### src/rtl/gf180mcu_fd_sc_mcu9t5v0__orcap_4.sv
// Per-lane glitch-filtered OR of A1/A2 with rising-edge event capture, sticky flags,
// a saturating event counter and a four-phase clear handshake. Scan: GF180MCU_FD_SC_MCU9T5V0_ORCAP_SCAN_EN.
module gf180mcu_fd_sc_mcu9t5v0__orcap_4 #(
  parameter int WIDTH = 4,
  parameter int CNT_W = 8,
  parameter int FILT  = 2
) (
  input  logic             CLK,
  input  logic             RST,
  input  logic [WIDTH-1:0] A1,
  input  logic [WIDTH-1:0] A2,
  input  logic             E,
  input  logic             CLR,
`ifdef GF180MCU_FD_SC_MCU9T5V0_ORCAP_SCAN_EN
  input  logic             SE,
  input  logic             SI,
  output logic             SO,
`endif
  output logic [WIDTH-1:0] Z,
  output logic [WIDTH-1:0] EV,
  output logic [WIDTH-1:0] STKY,
  output logic [CNT_W-1:0] CNT,
  output logic             CLR_ACK
);

  typedef enum logic [0:0] {RUN = 1'b0, ACK = 1'b1} state_e;

  localparam logic [3:0] FC_LAST = 4'(FILT - 1);
  localparam int         SUM_W   = CNT_W + 5;

  logic [WIDTH-1:0] z_r, ev_r, stky_r;
  logic [CNT_W-1:0] cnt_r;
  logic             clr_ack_r;
  state_e           state_r;
  logic [3:0]       fc_r [WIDTH];

  logic [WIDTH-1:0] raw_s, z_nxt_s, ev_set_s, stky_nxt_s;
  logic [CNT_W-1:0] cnt_nxt_s;
  logic             clr_ack_nxt_s;
  state_e           state_nxt_s;
  logic [3:0]       fc_nxt_s [WIDTH];
  logic [4:0]       pc_s;

  function automatic logic [4:0] popcount(input logic [WIDTH-1:0] v);
    logic [4:0] n;
    n = 5'd0;
    for (int i = 0; i < WIDTH; i++) begin
      n = n + 5'(v[i]);
    end
    return n;
  endfunction

  function automatic logic [CNT_W-1:0] sat_add(input logic [CNT_W-1:0] base, input logic [4:0] inc);
    logic [SUM_W-1:0] sum;
    logic [SUM_W-1:0] max;
    sum = SUM_W'(base) + SUM_W'(inc);
    max = SUM_W'({CNT_W{1'b1}});
    if (sum > max) begin
      return {CNT_W{1'b1}};
    end else begin
      return sum[CNT_W-1:0];
    end
  endfunction

  // Per-lane filter: Z follows raw only after FILT consecutive mismatching enabled cycles
  always_comb begin
    z_nxt_s  = z_r;
    ev_set_s = '0;
    fc_nxt_s = fc_r;
    for (int i = 0; i < WIDTH; i++) begin
      raw_s[i] = A1[i] | A2[i];
      if (E) begin
        if (raw_s[i] != z_r[i]) begin
          if (fc_r[i] == FC_LAST) begin
            z_nxt_s[i]  = raw_s[i];
            fc_nxt_s[i] = 4'd0;
            ev_set_s[i] = raw_s[i];
          end else begin
            fc_nxt_s[i] = fc_r[i] + 4'd1;
          end
        end else begin
          fc_nxt_s[i] = 4'd0;
        end
      end else begin
        fc_nxt_s[i] = fc_r[i];
      end
    end
  end

  assign pc_s = popcount(ev_set_s);

  // Clear handshake; events on the clearing edge survive the clear
  always_comb begin
    state_nxt_s   = state_r;
    clr_ack_nxt_s = clr_ack_r;
    stky_nxt_s    = stky_r | ev_set_s;
    cnt_nxt_s     = sat_add(cnt_r, pc_s);
    case (state_r)
      RUN: begin
        if (CLR) begin
          state_nxt_s   = ACK;
          clr_ack_nxt_s = 1'b1;
          stky_nxt_s    = ev_set_s;
          cnt_nxt_s     = sat_add({CNT_W{1'b0}}, pc_s);
        end else begin
          state_nxt_s   = RUN;
          clr_ack_nxt_s = 1'b0;
        end
      end
      ACK: begin
        if (CLR) begin
          state_nxt_s   = ACK;
          clr_ack_nxt_s = 1'b1;
        end else begin
          state_nxt_s   = RUN;
          clr_ack_nxt_s = 1'b0;
        end
      end
      default: begin
        state_nxt_s   = RUN;
        clr_ack_nxt_s = 1'b0;
      end
    endcase
  end

`ifdef GF180MCU_FD_SC_MCU9T5V0_ORCAP_SCAN_EN
  localparam int CH_N = 2 * WIDTH + CNT_W + 2;
  logic [CH_N-1:0] chain_s, shift_s;
  assign chain_s = {state_r, clr_ack_r, cnt_r, stky_r, z_r};
  assign shift_s = {chain_s[CH_N-2:0], SI};
  assign SO      = state_r;
`endif

  // State registers; EV and the filter counters hold while shifting
  always_ff @(posedge CLK) begin
    if (RST) begin
      z_r       <= '0;
      ev_r      <= '0;
      stky_r    <= '0;
      cnt_r     <= '0;
      clr_ack_r <= 1'b0;
      state_r   <= RUN;
      for (int i = 0; i < WIDTH; i++) fc_r[i] <= 4'd0;
`ifdef GF180MCU_FD_SC_MCU9T5V0_ORCAP_SCAN_EN
    end else if (SE) begin
      z_r       <= shift_s[0 +: WIDTH];
      stky_r    <= shift_s[WIDTH +: WIDTH];
      cnt_r     <= shift_s[2*WIDTH +: CNT_W];
      clr_ack_r <= shift_s[CH_N-2];
      state_r   <= state_e'(shift_s[CH_N-1]);
`endif
    end else begin
      z_r       <= z_nxt_s;
      ev_r      <= ev_set_s;
      stky_r    <= stky_nxt_s;
      cnt_r     <= cnt_nxt_s;
      clr_ack_r <= clr_ack_nxt_s;
      state_r   <= state_nxt_s;
      fc_r      <= fc_nxt_s;
    end
  end

  assign Z       = z_r;
  assign EV      = ev_r;
  assign STKY    = stky_r;
  assign CNT     = cnt_r;
  assign CLR_ACK = clr_ack_r;

endmodule
### config.mk
export PLATFORM = sky130hd
export DESIGN_NAME = gf180mcu_fd_sc_mcu9t5v0__orcap_4
export DESIGN_NICKNAME = d
export VERILOG_FILES = /design/src/rtl/gf180mcu_fd_sc_mcu9t5v0__orcap_4.sv
export SDC_FILE = /design/constraint.sdc
export NUM_CORES = 1
export LEC_CHECK = 0
export CAP_MARGIN = 25
export CORE_MARGIN = 5
export CORE_UTILIZATION = 57
export CTS_BUF_LIST = sky130_fd_sc_hd__clkbuf_16
export CTS_CLUSTER_SIZE = 12
export DETAILED_ROUTE_END_ITERATION = 8
export PLACE_DENSITY = 0.84
export REMOVE_ABC_BUFFERS = 1
export SKIP_CTS_REPAIR_TIMING = 1
export SLEW_MARGIN = 20
export SYNTH_ARGS = -nofsm -noshare
export SYNTH_HDL_FRONTEND = slang
export SYNTH_SLANG_ARGS = --single-unit
### constraint.sdc
create_clock -name CLK -period 7.7 [get_ports CLK]
set_input_delay 1.54 -clock CLK [delete_from_list [all_inputs] [get_ports CLK]]
set_output_delay 1.54 -clock CLK [all_outputs]
set_load 0.05 [all_outputs]
==> results.cfg <==
[run_status]
status = complete, no violations

[yosys]
async_flop_share = 0
ys_seq_elements = 37
synth_fa_ha_area_frac = 0.1000
synth_top_area_share = 0.3654
synth_cell_type_count = 38
synth-main-ff-cell = dfxtp_1
yosysWarnings = 0
syn_inst = 218
yosys.area_share.xor_xnor = 0.04074
synth_seq_area_share = 0.3654
synthTopCellsByArea = dfxtp_1, ha_1, nor4bb_1
synthTopCellsByCount = dfxtp_1, inv_1, a21oi_1, nor2_1, ha_1
synthSimpleGateAreaFrac = 0.2920
synth_top_family_by_area = simple AND/OR/NAND/NOR gates
yosysMostFrequentCell = dfxtp_1
synth_edf_count = 0
syn_avg_cell_area_sq_um = 9.298
synth_compound_area_frac = 0.1481
synth_area_leader_cell = dfxtp_1
synthMuxAreaShare = 0.004938
synth_area_sq_um = 2027

[sta]
finalCritPeriodShare = 0.6071
layout_min_cycle_time_ps = 4675
tightest_slew_ps = 514.8
fin_skew_ps = 3.424
rsz0062_at_grt = no
fmax_mhz = 213.9
hold_ws_ps = 449.1
setup_viol_count_final = 0
finalSetupTns_ps = 0
hold_viol_final = 0
maxSlewHeadroom = 0.6557
slew_violations = 0

[floorplan]
die_w_um = 69.63
initial_core_util = 0.5980
die_h_um = 69.63
num_rows = 21
core_sq_um = 3390
ioPinCount = 33
die_area_sq_um = 4848

[route]
final_antenna_net_count = 0
wirelength_mm = 4.100
num_vias = 1697
routedWlPerCell_um = 13.80
drt-pass1-iter-count = 4
drc = 0
viasPerCell = 5.714
drtIter0Drc = 113

[finish]
drive_gt1_frac = 0.05976
syn_to_final_growth_pct = 24.01
fin_util = 0.7416
fillerInstances = 225
fin_nets = 277
num_antenna_cells = 0
postLayoutCellArea_sq_um = 2514

[grt]
grt_pass1_wl_mm = 7.134
grt_pass1_vias = 1549
grt_antenna_before_repair = 0
grt_overflow = 0
grt_max_degree = 46
grt_use_total = 0.1798

[setup_path]
critPathMaxFanout = 45
worstSetupStartpointType = input port
cp-end-kind = flop
reg2regPathDepth = 12
crit_type = input port to flop
rrSetupSlack_ps = 4370
critPathRequiredTime_ps = 7890
arrival_ps = 4860

[power_and_ir_drop]
peakVddDrop_uv = 131.2
leakage_nw = 0.9161
power_density_nw_per_um2 = 189.3

[clock_tree]
cts_buffers = 5
clock_path_buffers = 2
clk_pin_slew_ps = 50
clock-sinks = 37
insertion_delay_ps = 280
cts_tree = done
htree_levels = 2
cts-root-buf = clkbuf_16

[job]
drv_cap = 0

[placement]
postPlaceCellArea_sq_um = 2377
place_hpwl_mm = 2.827
place_congestion = 0.8397
port_buffers = 32

[min_path]
holdPathStages = 1
hp-class = flop to flop
==> cells in the final DEF, fill, tap and decap left out <==
| cell | count |
|---|---|
| nand2_1 | 6 |
| nor2_4 | 4 |
| xnor2_1 | 1 |
| clkdlybuf4s50_1 | 32 |
| buf_4 | 2 |
| o21ai_1 | 1 |
| o21ai_0 | 6 |
| and3_1 | 2 |
| o31ai_1 | 4 |
| nor4bb_1 | 8 |
| nor3b_1 | 8 |
| o211ai_1 | 1 |
| a31oi_1 | 2 |
| a311o_1 | 4 |
| clkbuf_16 | 5 |
| xnor2_2 | 4 |
| nand3_1 | 8 |
| o21bai_1 | 1 |
| or3_1 | 1 |
| a311oi_1 | 6 |
| nor4_1 | 5 |
| mux2i_1 | 1 |
| dfxtp_1 | 37 |
| fa_1 | 2 |
| a21o_1 | 4 |
| nand4b_1 | 8 |
| nor4b_1 | 5 |
| a211oi_1 | 2 |
| nor2b_1 | 3 |
| xor2_1 | 1 |
| inv_1 | 18 |
| nand2b_1 | 11 |
| nor3_1 | 3 |
| and2_1 | 4 |
| a21oi_1 | 14 |
| nor2_1 | 14 |
| ha_1 | 13 |
==> routing by layer <==
metal	track usage	routed length, um
met1	0.2343	1934
met2	0.2765	1889
met3	0.06522	215
met4	0.05745	60
met5	0	0
==> sequential cells by signal (all words and copies together), names as in the netlist <==
register	flops
fc_r	16
CNT	8
EV	4
Z	4
STKY	4
state_r	1
==> cell families after synthesis <==
family                   count (synthesis)
AO/OA/AOI/OAI                           45
XOR/XNOR                                 6
adder cells (fa/ha/maj)                 15
buffers and inverters                   24
flip-flops                              37
multiplexers                             1
AND/OR/NAND/NOR                         90
==> through the flow <==
step	instances	power [mW]	setup slack (ps)
floorplan	209	0.2613	3754
global placement	289	0.2914	2875
detailed placement	289	0.2922	2785
CTS	297	0.4789	3030
global route	297	0.4951	2743
finish	297	0.4759	3025
==> worst paths after layout <==
| kind | from | end |
|---|---|---|
| worst max register to register | fc_r[12]$_SDFFE_PP0P_ | CNT[1]$_SDFF_PP0_ |
| worst max-delay path | E | CNT[1]$_SDFF_PP0_ |
| worst min register to register | STKY[2]$_SDFF_PP0_ | STKY[2]$_SDFF_PP0_ |
| worst min-delay path | STKY[2]$_SDFF_PP0_ | STKY[2]$_SDFF_PP0_ |
==> critical path, stage by stage <==
cell             delay (ps)
clkdlybuf4s50_1         460
buf_4                   340
nand3_1                 170
fa_1                    560
inv_1                    40
ha_1                    170
ha_1                    310
inv_1                    60
fa_1                    420
nor2b_1                 310
o21ai_1                 180
a311oi_1                280
==> layout make-up <==
type,instances,area (sq um),share of cell area
Multi-Input combinational cell,157,1187,0.4724
Sequential cell,37,740.7,0.2947
Timing Repair Buffer,34,335.3,0.1334
Clock buffer,5,125.1,0.04978
Tap cell,46,57.56,0.02290
Inverter,15,56.30,0.02240
Clock inverter,3,11.26,0.004480
==> report_power, final <==
part | internal, mW | switching (mW) | total [mW]
sequential | 0.200 | 0.00824 | 0.208
combinational | 0.0335 | 0.0474 | 0.0809
clock | 0.116 | 0.0710 | 0.187
Note: power is estimated with default switching activity, not from simulation.
